===== src/rtl/alu_div_8.sv =====
// Iterative restoring unsigned divider: one quotient bit per clock, start/done handshake.
// Optional ALU_DIV_EARLY_EXIT_EN: dividend smaller than divisor finishes in one cycle like divide-by-zero.
module alu_div_8 #(
  parameter int WIDTH = 8
) (
  input  logic             clk,
  input  logic             rst_n,
  input  logic             start,
  input  logic [WIDTH-1:0] a,
  input  logic [WIDTH-1:0] b,
  output logic [WIDTH-1:0] quot,
  output logic [WIDTH-1:0] rem,
  output logic             busy,
  output logic             done,
  output logic             div_zero
);

  localparam int CW = $clog2(WIDTH) + 1;

  typedef enum logic [1:0] {S_IDLE, S_CALC, S_DONE} state_t;

  state_t           state;
  logic [WIDTH-1:0] r;
  logic [WIDTH-1:0] q;
  logic [WIDTH-1:0] dvs;
  logic [CW-1:0]    cnt;
  logic             bypass;

  logic [WIDTH:0]   t;
  logic [WIDTH-1:0] diff;
  logic             ge;
  logic [WIDTH-1:0] r_next;
  logic [WIDTH-1:0] q_next;
  logic             shortcut;

  // The remainder never exceeds the divisor, so WIDTH bits of R suffice once the
  // comparison itself is done on the shifted WIDTH+1-bit trial value.
  always_comb begin
    t      = {r, q[WIDTH-1]};
    ge     = (t >= {1'b0, dvs});
    diff   = t[WIDTH-1:0] - dvs;
    r_next = ge ? diff : t[WIDTH-1:0];
    q_next = {q[WIDTH-2:0], ge};
  end

  always_comb begin
`ifdef ALU_DIV_EARLY_EXIT_EN
    shortcut = (b == '0) || (a < b);
`else
    shortcut = (b == '0);
`endif
  end

  // Short-path operations spend one cycle in CALC so done lands one cycle after accept.
  always_ff @(posedge clk or negedge rst_n) begin
    if (!rst_n) begin
      state    <= S_IDLE;
      r        <= '0;
      q        <= '0;
      dvs      <= '0;
      cnt      <= '0;
      bypass   <= 1'b0;
      quot     <= '0;
      rem      <= '0;
      busy     <= 1'b0;
      done     <= 1'b0;
      div_zero <= 1'b0;
    end else begin
      case (state)
        S_IDLE: begin
          done <= 1'b0;
          if (start) begin
            dvs      <= b;
            q        <= a;
            r        <= '0;
            cnt      <= '0;
            bypass   <= shortcut;
            div_zero <= 1'b0;
            busy     <= 1'b1;
            state    <= S_CALC;
          end
        end
        S_CALC: begin
          if (bypass) begin
            rem   <= q;
            done  <= 1'b1;
            state <= S_DONE;
            if (dvs == '0) begin
              quot     <= '1;
              div_zero <= 1'b1;
            end else begin
              quot <= '0;
            end
          end else begin
            r   <= r_next;
            q   <= q_next;
            cnt <= cnt + 1'b1;
            if (cnt == CW'(WIDTH - 1)) begin
              quot  <= q_next;
              rem   <= r_next;
              done  <= 1'b1;
              state <= S_DONE;
            end
          end
        end
        S_DONE: begin
          done  <= 1'b0;
          busy  <= 1'b0;
          state <= S_IDLE;
        end
        default: begin
          state <= S_IDLE;
        end
      endcase
    end
  end

endmodule

===== config.mk =====
export PLATFORM = sky130hd
export DESIGN_NAME = alu_div_8
export DESIGN_NICKNAME = d
export VERILOG_FILES = /design/src/rtl/alu_div_8.sv
export SDC_FILE = /design/constraint.sdc
export NUM_CORES = 1
export LEC_CHECK = 0
export CAP_MARGIN = 40
export CELL_PAD_IN_SITES_DETAIL_PLACEMENT = 1
export CELL_PAD_IN_SITES_GLOBAL_PLACEMENT = 2
export CORE_MARGIN = 1
export CORE_UTILIZATION = 36
export DETAILED_ROUTE_END_ITERATION = 6
export GPL_TIMING_DRIVEN = 0
export HOLD_SLACK_MARGIN = 0.12
export PLACE_DENSITY = 0.94
export SLEW_MARGIN = 20
export SYNTH_ARGS = -nofsm -noshare
export SYNTH_HDL_FRONTEND = slang
export SYNTH_SLANG_ARGS = --single-unit

===== constraint.sdc =====
create_clock -name clk -period 5.3 [get_ports clk]
set_input_delay 1.59 -clock clk [delete_from_list [all_inputs] [get_ports clk]]
set_output_delay 1.59 -clock clk [all_outputs]
set_load 0.1 [all_outputs]

Yosys cells after proc, flatten, opt, wreduce, memory -nomap -nowiden
Cells that the tools add are included.
- multiply operators: 0
- bitwise gates (word level): 0
- reduce and logical (&&, ||, !) cells: 15
- order comparisons: 1
- $add $sub $neg: 2
- divide/modulo/power cells: 0
- multiplexer cells: 28
- shift-type cells: 0
- eq/ne operators: 8
- operator list (cell ; number):
    two-way mux 8 bit ; 10
    one-hot mux 8 bit (2 select lines) ; 2
    zero test 8 bit ; 2
    AND reduction 2 bit ; 5
    greater-or-equal comparator 9 x 8 -> 1 bit ; 1
    two-way mux 4 bit ; 2
    != test 2 bit, second input constant ; 4
    one-hot mux 4 bit (2 select lines) ; 1
    nonzero test 2 bit ; 4
    subtractor 8 bit ; 1
    two-way mux 1 bit ; 6
    two-way mux 2 bit ; 3
    one-hot mux 1 bit (2 select lines) ; 3
    adder 4 x 1 -> 4 bit, second input constant ; 1
    equality test 4 x 3 -> 1 bit, second input constant ; 1
    one-hot mux 2 bit (2 select lines) ; 1
    AND reduction 4 bit ; 1
    != test 3 bit, second input constant ; 1
    AND reduction 3 bit ; 1
    equality test 2 x 1 -> 1 bit, second input constant ; 1
    equality test 2 bit, second input constant ; 1
    zero test 2 bit ; 1
    OR reduction 2 bit ; 1
- memories kept: 0
- memory bits (writable): 0
- bits in latches: 0
- register bits after elaboration: 50
- bits of input ports: 19
- output and inout bits: 19
- memory bits (read-only): 0
- logic and storage cells: 65

Logic depth before layout (Yosys ltp)
Gate-level depths: netlist (run 1).
- depth after elaboration: 4
- gate-level depth with buffers: 10
- depth with buffers taken out: 10

Worst setup path after synthesis (run 1)
No wires, ideal clock.
- path type: register to output
- from: register div_zero
- to: output port div_zero
- cell stages (with the launch flop): 1
- setup slack: 2798 ps
- data arrival time: 912 ps
- buffers on the path: 0
- required time: 3710 ps
- cell sequence: dfrtp_1
- RTL lines (item ; line ; source):
    start: declaration ; 15 ; output logic div_zero
    start signal: assignment ; 67 ; div_zero <= 1'b0;
    start signal: assignment ; 78 ; div_zero <= 1'b0;
    start signal: assignment ; 90 ; div_zero <= 1'b1;
No word-level cell between the ends.

Worst setup path in the final report (run 1)
- from: register rem[1]
- to: output port rem[1]
- RTL lines (item ; line ; source):
    start: declaration ; 12 ; output logic [WIDTH-1:0] rem,
    start signal: assignment ; 85 ; rem <= q;
    start signal: assignment ; 100 ; rem <= r_next;
No word-level cell between the ends.

==> results of run 1 <==
[cells in the final DEF, fill, tap and decap left out, drive strengths merged, types with 3 or more instances in the layout]
| cell type | netlist | final |
|---|---|---|
| clkbuf | 10 | 16 |
| o31ai | 3 | 3 |
| ha | 9 | 9 |
| nor2 | 8 | 8 |
| o21ai | 43 | 43 |
| a21o | 4 | 4 |
| nand2 | 39 | 39 |
| nand3 | 3 | 3 |
| buf | 2 | 22 |
| clkdlybuf4s50 | 0 | 36 |
| a21oi | 21 | 21 |
| nor4 | 3 | 3 |
| xor2 | 4 | 4 |
| nor2b | 4 | 4 |
| mux2i | 13 | 13 |
| dfrtp | 50 | 50 |
| inv | 14 | 14 |
| and3 | 7 | 7 |
[registers in the layout, indices dropped and copies added (netlist names)]
name      cells
state         2
quot          8
rem           8
cnt           4
dvs           8
q             8
busy          1
bypass        1
done          1
r             8
div_zero      1
[area by class of cell]
type                       count  share of cell area [%]
sequential                    50                    36.6
multi-input combinational    185                    34.4
timing repair buffer          56                    19.1
tap                           96                    3.51
clock buffer                   6                    2.12
buffer                        12                    1.57
inverter                      14                    1.54
clock inverter                 2                    1.10
[how the worst min path moves through the flow]
| stage | startpoint | depth (start not counted) | slack, ps | endpoint |
|---|---|---|---|---|
| 2_1_floorplan | cnt[0]$_DFFE_PN0P_ | 1 | 470 | cnt[0]$_DFFE_PN0P_ |
| 3_3_place_gp | done$_DFFE_PN0P_ | 2 | 470 | done$_DFFE_PN0P_ |
| 3_5_place_dp | rem[2]$_DFFE_PN0P_ | 2 | 490 | rem[2]$_DFFE_PN0P_ |
| 4_1_cts | quot[5]$_DFFE_PN0P_ | 2 | 510 | quot[5]$_DFFE_PN0P_ |
| 5_1_grt | quot[1]$_DFFE_PN0P_ | 2 | 540 | quot[1]$_DFFE_PN0P_ |
| 6_report | quot[5]$_DFFE_PN0P_ | 2 | 500 | quot[5]$_DFFE_PN0P_ |
[through the flow]
| stage | hold WS, ps | worst slack [ps] | instances |
|---|---|---|---|
| 2_1_floorplan | 468 | 2800 | 261 |
| 4_1_cts | 511 | 2230 | 421 |
| 5_1_grt | 539 | 2200 | 421 |
| 6_report | 503 | 2260 | 421 |
| 3_5_place_dp | 491 | 2120 | 413 |
| 3_3_place_gp | 466 | 1110 | 394 |
[cells by family after synthesis]
logic type | count (synthesis) | synth area share (%)
and+or+nand+nor | 71 | 12.8
AOI/OAI and AO/OA | 83 | 20.1
buffers and inverters | 26 | 4.20
adders and majority gates | 10 | 5.23
DFF | 50 | 49.4
muxes | 15 | 6.17
xor gates and xnor gates | 6 | 2.07
[critical path: stages, from the launching register on]
cell and delay, ps:
dfrtp_1 380, clkdlybuf4s50_1 550, buf_8 210
[per-layer routing]
metal,up-vias,global-route usage [%],wire length [µm]
li1,1042,-,-
met1,1073,25.8,2980
met2,36,36.1,3510
met3,11,3.75,182
met4,0,6.97,120
met5,-,0,0
==> flow_summary.yaml, run 1 <==
floorplanning:
  die_y_um: 85.9
  pin_count: 38
  core_area_um2: 6790
  die_w_um: 85.9
  start_util_pct: 37.3
  fp-row-count: 30
  die_area_um2: 7380
clock_tree:
  clock_latency_ps: 310
  htree_num_levels: 2
  cts.clk_slew.worst_paths_ps: 100
  cts_tree: "done"
  ctsResizeCount: 0
  cts_sinks: 50
  numCtsBuffers: 5
  cts_hold_buf: 0
  cts_setup_buffers: 0
  clockBufferDepth: 2
  root_buffer: "clkbuf_8"
critical_path:
  cp.required_ps: 3710
  cp-startpoint: "rem[1]$_DFFE_PN0P_"
  r2r_start: "r[5]$_DFFE_PN0P_"
  crit_arrival_ps: 1450
  crit_path_end_kind: "primary output"
  rrSetupSlack_ps: 2980
  reg2reg_to: "r[3]$_DFFE_PN0P_"
  startpoint_type: "register"
  path_class: "reg -> out"
  endpoint: "rem[1]"
  cp_max_fo: 2
  worst-r2r-cell-count: 8
grt:
  antenna_found_initial: 0
  first_global_vias: 2366
  overflow: 0
  grt_max_degree: 51
  grt_pass1_wl_um: 11800
  grt_use_total_pct: 20.7
logic_synthesis:
  async_reset_ff_share_pct: 100
  synthCells: 261
  synth_top_area_share_pct: 49.4
  synth_top_area_cell: "dfrtp_1"
  synth-edff-count: 0
  syn_area_um2: 2530
  yosysSeqAreaShare_pct: 49.4
  yosys_warnings: 0
  ys_ff_latch: 50
  ys.flop_type: "dfrtp_1"
  synth_most_common_cell: "dfrtp_1"
  synth_fp_nets: 290
  synth.area.top_cells: "dfrtp_1, nand2_1, o21ai_1"
  syn_area_per_cell_um2: 9.71
  ys_top_cells_by_count: "dfrtp_1, nand2_1, o21ai_1"
  ys_types: 43
finish:
  multiInputGateArea_um2: 1180
  n_fill_cell: 782
  drive_above_1_share_pct: 12.6
  synthToLayoutAreaGrowth_pct: 34.8
  seq_area_um2: 1250
  fin_util_pct: 50.3
  final_area_um2: 3420
  nNetsFinal: 353
  antennaDiodeCount: 0
placed_design:
  port_buffers: 37
  hpwl_um: 5220
  routabilityCongestion: 0.793
  placed_area_um2: 3310
timing:
  finalSetupViolCount: 0
  worst_slew_pin_slew_ps: 663
  finalCriticalPeriod_ps: 3040
  rsz0062_at_grt: "no"
  maxSlewViolCount: 0
  finClkSkew_ps: 8.59
  slew_headroom_pct: 55.8
  max_freq_mhz: 329
  tns_ps: 0
  period_share_pct: 57.4
  hold_viol_final: 0
route:
  avgRoutedWirePerCell_um: 16.1
  num_vias: 2162
  drc: 0
  first_pass_iters: 4
  vias_per_cell: 5.14
  drt_iter0_markers: 81
  drt_wl_total_um: 6790
  drtAntennaViolNets: 0
run_status:
  outcome: "finished, final reports clean"
job:
  maxCapViolCount: 0
min_path:
  hp-class: "reg -> reg"
Power of run 1 is left out: the tool's default activity adds up to more than one toggle a clock period on the data nets, which glitch-free logic cannot reach.
==> run 2, diff against run 1 <==
--- a/config.mk
+++ b/config.mk
@@ -9,11 +9,11 @@
 export CELL_PAD_IN_SITES_DETAIL_PLACEMENT = 1
 export CELL_PAD_IN_SITES_GLOBAL_PLACEMENT = 2
 export CORE_MARGIN = 1
-export CORE_UTILIZATION = 36
+export CORE_UTILIZATION = 30
 export DETAILED_ROUTE_END_ITERATION = 6
 export GPL_TIMING_DRIVEN = 0
 export HOLD_SLACK_MARGIN = 0.12
-export PLACE_DENSITY = 0.94
+export PLACE_DENSITY = 0.85
 export SLEW_MARGIN = 20
 export SYNTH_ARGS = -nofsm -noshare
 export SYNTH_HDL_FRONTEND = slang
==> constraint.sdc (replaced) <==
create_clock -name clk -period 2.62 [get_ports clk]
set_input_delay 0.786 -clock clk [delete_from_list [all_inputs] [get_ports clk]]
set_output_delay 0.786 -clock clk [all_outputs]
set_load 0.1 [all_outputs]
==> run 2 against run 1 <==
  * Routed wire length shrank 2.9%
  * Core utilization fell by 8.6 points
  * Register-to-register slack worse by 2700 ps
  * Clock skew down 2.4 ps
  * Sequential cell count stayed put
  * Critical path depth increased by 6
  * Via count about the same
  * Non-clock buffer count unchanged
  * Die area grew 20%
  * Critical path type is now reg -> reg
==> flow_summary.yaml, run 2 (synthesized netlist as in run 1, its figures left out) <==
finish:
  drive_above_1_share_pct: 12.9
  antennaDiodeCount: 0
  final_cell_mix: "dfrtp_1, nand2_1, clkdlybuf4s50_1, o21ai_1, a21oi_1"
  final_common_cell: "dfrtp_1"
  synthToLayoutAreaGrowth_pct: 35.2
  nNetsFinal: 353
  final_area_um2: 3430
grt:
  antenna_found_initial: 0
  grt_use_total_pct: 16.5
  first_global_vias: 2299
  overflow: 0
  grt_pass1_wl_um: 11300
  grt_max_degree: 51
critical_path:
  cp.required_ps: 2810
  crit_path_end_kind: "register"
  path_class: "reg -> reg"
  crit_arrival_ps: 2540
  cp_max_fo: 10
  startpoint_type: "register"
  worst-r2r-cell-count: 8
clock_tree:
  htree_num_levels: 2
  cts_setup_buffers: 0
  clockBufferDepth: 2
  cts_tree: "done"
  root_buffer: "clkbuf_8"
  numCtsBuffers: 5
  cts.clk_slew.worst_paths_ps: 90
  cts_hold_buf: 0
  ctsResizeCount: 0
  clock_latency_ps: 310
  cts_sinks: 50
route:
  drt_wl_total_um: 6600
  drtAntennaViolNets: 0
  avgRoutedWirePerCell_um: 15.3
  drt_iter0_markers: 53
  vias_per_cell: 5.03
  num_vias: 2163
  first_pass_iters: 4
  drc: 0
placed_design:
  placed_area_um2: 3320
  routabilityCongestion: 0.763
  hpwl_um: 5060
  port_buffers: 37
timing:
  maxSlewViolCount: 0
  finalSetupViolCount: 0
  period_share_pct: 89.6
  max_freq_mhz: 426
  rsz0062_at_grt: "no"
  slew_headroom_pct: 56.2
  finClkSkew_ps: 6.18
  worst_slew_pin_slew_ps: 653
  hold_viol_final: 0
  tns_ps: 0
  finalCriticalPeriod_ps: 2350
job:
  maxCapViolCount: 0
floorplanning:
  die_w_um: 93.9
  core_area_um2: 8220
  pin_count: 38
  die_area_um2: 8820
  fp-row-count: 33
  start_util_pct: 30.9
  die_y_um: 93.9
run_status:
  outcome: "finished, final reports clean"
min_path:
  holdPathStages: 2
  hp-class: "reg -> reg"
[run 2: final timing paths]
| kind | start | end | slack (ps) |
|---|---|---|---|
| worst max-delay path | r[5]$_DFFE_PN0P_ | r[3]$_DFFE_PN0P_ | 270 |
| worst min-delay path | quot[6]$_DFFE_PN0P_ | quot[6]$_DFFE_PN0P_ | 490 |
| worst max register to register | r[5]$_DFFE_PN0P_ | r[3]$_DFFE_PN0P_ | 270 |
| worst min register to register | quot[6]$_DFFE_PN0P_ | quot[6]$_DFFE_PN0P_ | 490 |
| max in group asynchronous | rst_n | dvs[3]$_DFFE_PN0P_ | 1710 |
| min in group asynchronous | rst_n | quot[6]$_DFFE_PN0P_ | 500 |
[run 2: critical path: stages, from the launching register on]
cell and delay [ps]:
dfrtp_1 410, ha_1 410, a21o_1 210, a211oi_2 210, o31ai_1 120, a41oi_2 250
buf_6 220, mux2i_1 310, o21ai_1 90
[run 2: area by class of cell]
cell class / count / area [µm²]
fillers: 935 / 4790
flip-flops and latches: 50 / 1250
multi-input cells: 185 / 1180
repair buffers: 56 / 653
well taps: 105 / 131
clock buffers: 5 / 68.8
plain buffers: 12 / 53.8
inverters: 14 / 52.6
clock inverters: 3 / 40.0
[run 2: layer usage]
layer | up-vias | global-route usage (%) | share of wire, %
met5 | - | 0 | 0
met4 | 0 | 5.00 | 1.2
met3 | 5 | 2.59 | 3.2
met2 | 41 | 28.2 | 51
met1 | 1077 | 21.4 | 45
li1 | 1040 | - | -
[run 2: through the flow]
step	setup slack [ps]	cells	util [%]	hold slack, ps
after floorplan	523	261	-	468
after global placement	-723	403	37.0	468
after detailed placement	216	422	40.4	476
after CTS	261	430	41.7	498
after global routing	135	430	41.7	503
final	273	430	41.7	487
Power of run 2 is left out for the same reason.
==> run 3, diff against run 2 <==
--- a/config.mk
+++ b/config.mk
@@ -8,12 +8,11 @@
 export CAP_MARGIN = 40
 export CELL_PAD_IN_SITES_DETAIL_PLACEMENT = 1
 export CELL_PAD_IN_SITES_GLOBAL_PLACEMENT = 2
-export CORE_MARGIN = 1
 export CORE_UTILIZATION = 30
 export DETAILED_ROUTE_END_ITERATION = 6
 export GPL_TIMING_DRIVEN = 0
 export HOLD_SLACK_MARGIN = 0.12
-export PLACE_DENSITY = 0.85
+export PLACE_DENSITY_LB_ADDON = 0.1
 export SLEW_MARGIN = 20
 export SYNTH_ARGS = -nofsm -noshare
 export SYNTH_HDL_FRONTEND = slang
==> run 3 against run 2 <==
  * Setup slack gained 16 ps
  * Clock skew shrank 2.3 ps
  * Core utilization hardly changed
  * Register-to-register slack improved by 20 ps
  * Critical path depth increased by 2
  * Maximum frequency grew 0.70%
  * Largest cell class unchanged
==> flow_summary.yaml, run 3 (synthesized netlist as in run 1, its figures left out) <==
critical_path:
  crit_arrival_ps: 2510
  startpoint_type: "register"
  cp_top_family: "compound AO/OA/AOI/OAI gates"
  cp_common_cell: "inv_1"
  cp_slowest_stage_delay_ps: 420
  cp.required_ps: 2800
  path_class: "reg -> reg"
  critPathSlowestCell: "dfrtp_1"
  cp_max_fo: 3
  path_cells: "inv_1 > ha_1 > inv_1 > fa_1 > a211oi_1 > o21bai_1 > a21oi_1 > xnor2_1 > mux2i_1 > o21ai_1"
  path_buf_inv: 2
  crit_path_end_kind: "register"
floorplanning:
  die_area_um2: 8820
  pin_count: 38
  start_util_pct: 30.9
  fp-row-count: 33
  die_y_um: 93.9
  die_w_um: 93.9
  core_area_um2: 8220
route:
  drc: 0
  avgRoutedWirePerCell_um: 15.6
  vias_per_cell: 4.93
  first_pass_iters: 4
  drt_iter0_markers: 69
  drt_wl_total_um: 6720
  num_vias: 2119
  drtAntennaViolNets: 0
min_path:
  hp-class: "reg -> reg"
clock_tree:
  clock_latency_ps: 300
  clockBufferDepth: 2
  cts_tree: "done"
  cts.clk_slew.worst_paths_ps: 90
  ctsResizeCount: 0
  root_buffer: "clkbuf_8"
  cts_hold_buf: 0
  cts_sinks: 50
  cts_setup_buffers: 0
  htree_num_levels: 2
  numCtsBuffers: 5
timing:
  slew_headroom_pct: 55.8
  hold_viol_final: 0
  rsz0062_at_grt: "no"
  worst_slew_pin_slew_ps: 663
  maxSlewViolCount: 0
  max_freq_mhz: 429
  finalSetupViolCount: 0
  finClkSkew_ps: 3.89
  finalCriticalPeriod_ps: 2330
  period_share_pct: 89.0
finish:
  multiInputGateArea_um2: 1180
  n_fill_cell: 928
  synthToLayoutAreaGrowth_pct: 35.3
  drive_above_1_share_pct: 12.9
  antennaDiodeCount: 0
  seq_area_um2: 1250
  final_common_cell: "dfrtp_1"
  nNetsFinal: 353
  final_cell_mix: "dfrtp_1, nand2_1, clkdlybuf4s50_1, o21ai_1, a21oi_1"
  fin_cells: 430
placed_design:
  routabilityCongestion: 0.692
  port_buffers: 37
  hpwl_um: 5170
  dp.cells: 422
job:
  maxCapViolCount: 0
grt:
  grt_max_degree: 51
  first_global_vias: 2247
  antenna_found_initial: 0
  overflow: 0
  grt_use_total_pct: 17.0
  grt_pass1_wl_um: 11500
run_status:
  outcome: "finished, final reports clean"
run 3: cell count changes in the layout (fill, tap and decap cells not counted):
cell and change:
clkinv_2 -2, clkbuf_8 +3, bufinv_16 -1
run 3: path summary, 6_finish.rpt:
path | startpoint | endpoint | slack (ps) | cells past startpoint
max | q[7]$_DFFE_PN0P_ | r[6]$_DFFE_PN0P_ | 290 | 10
min | quot[2]$_DFFE_PN0P_ | quot[2]$_DFFE_PN0P_ | 490 | 2
max reg2reg | q[7]$_DFFE_PN0P_ | r[6]$_DFFE_PN0P_ | 290 | 10
min reg2reg | quot[2]$_DFFE_PN0P_ | quot[2]$_DFFE_PN0P_ | 490 | 2
max in group asynchronous | rst_n | cnt[2]$_DFFE_PN0P_ | 1670 | 1
min in group asynchronous | rst_n | quot[7]$_DFFE_PN0P_ | 500 | 1
run 3: tightest hold or removal path, delay by kind of cell, from the launching register on:
kind / cells / cell delay [ps]
simple gates: 1 / 50
compound gates: 1 / 60
flops: 1 / 350
run 3: layout make-up:
cell class	count	share of cell area [%]
sequential	50	36.5
multi-input combinational	185	34.3
timing repair buffer	56	19.0
tap	105	3.83
clock buffer	8	3.21
buffer	12	1.57
inverter	14	1.53
run 3: per-layer routing:
metal	track usage [%]	share of wire (%)	up-vias
li1	-	-	1037
met1	23.5	49	1045
met2	27.9	48	32
met3	2.27	2.4	5
met4	4.23	0.95	0
met5	0	0	-
run 3: metrics by stage:
step	TNS (ps)	cell area [µm²]	util [%]	setup slack (ps)	hold WS, ps
after floorplan	0	2530	-	523	468
after global placement	-46270	3040	37.0	-928	466
after detailed placement	0	3320	40.4	221	476
after CTS	0	3430	41.7	273	499
after global routing	0	3430	41.7	72.0	513
final	0	3430	41.7	289	490
Power of run 3 is left out for the same reason.
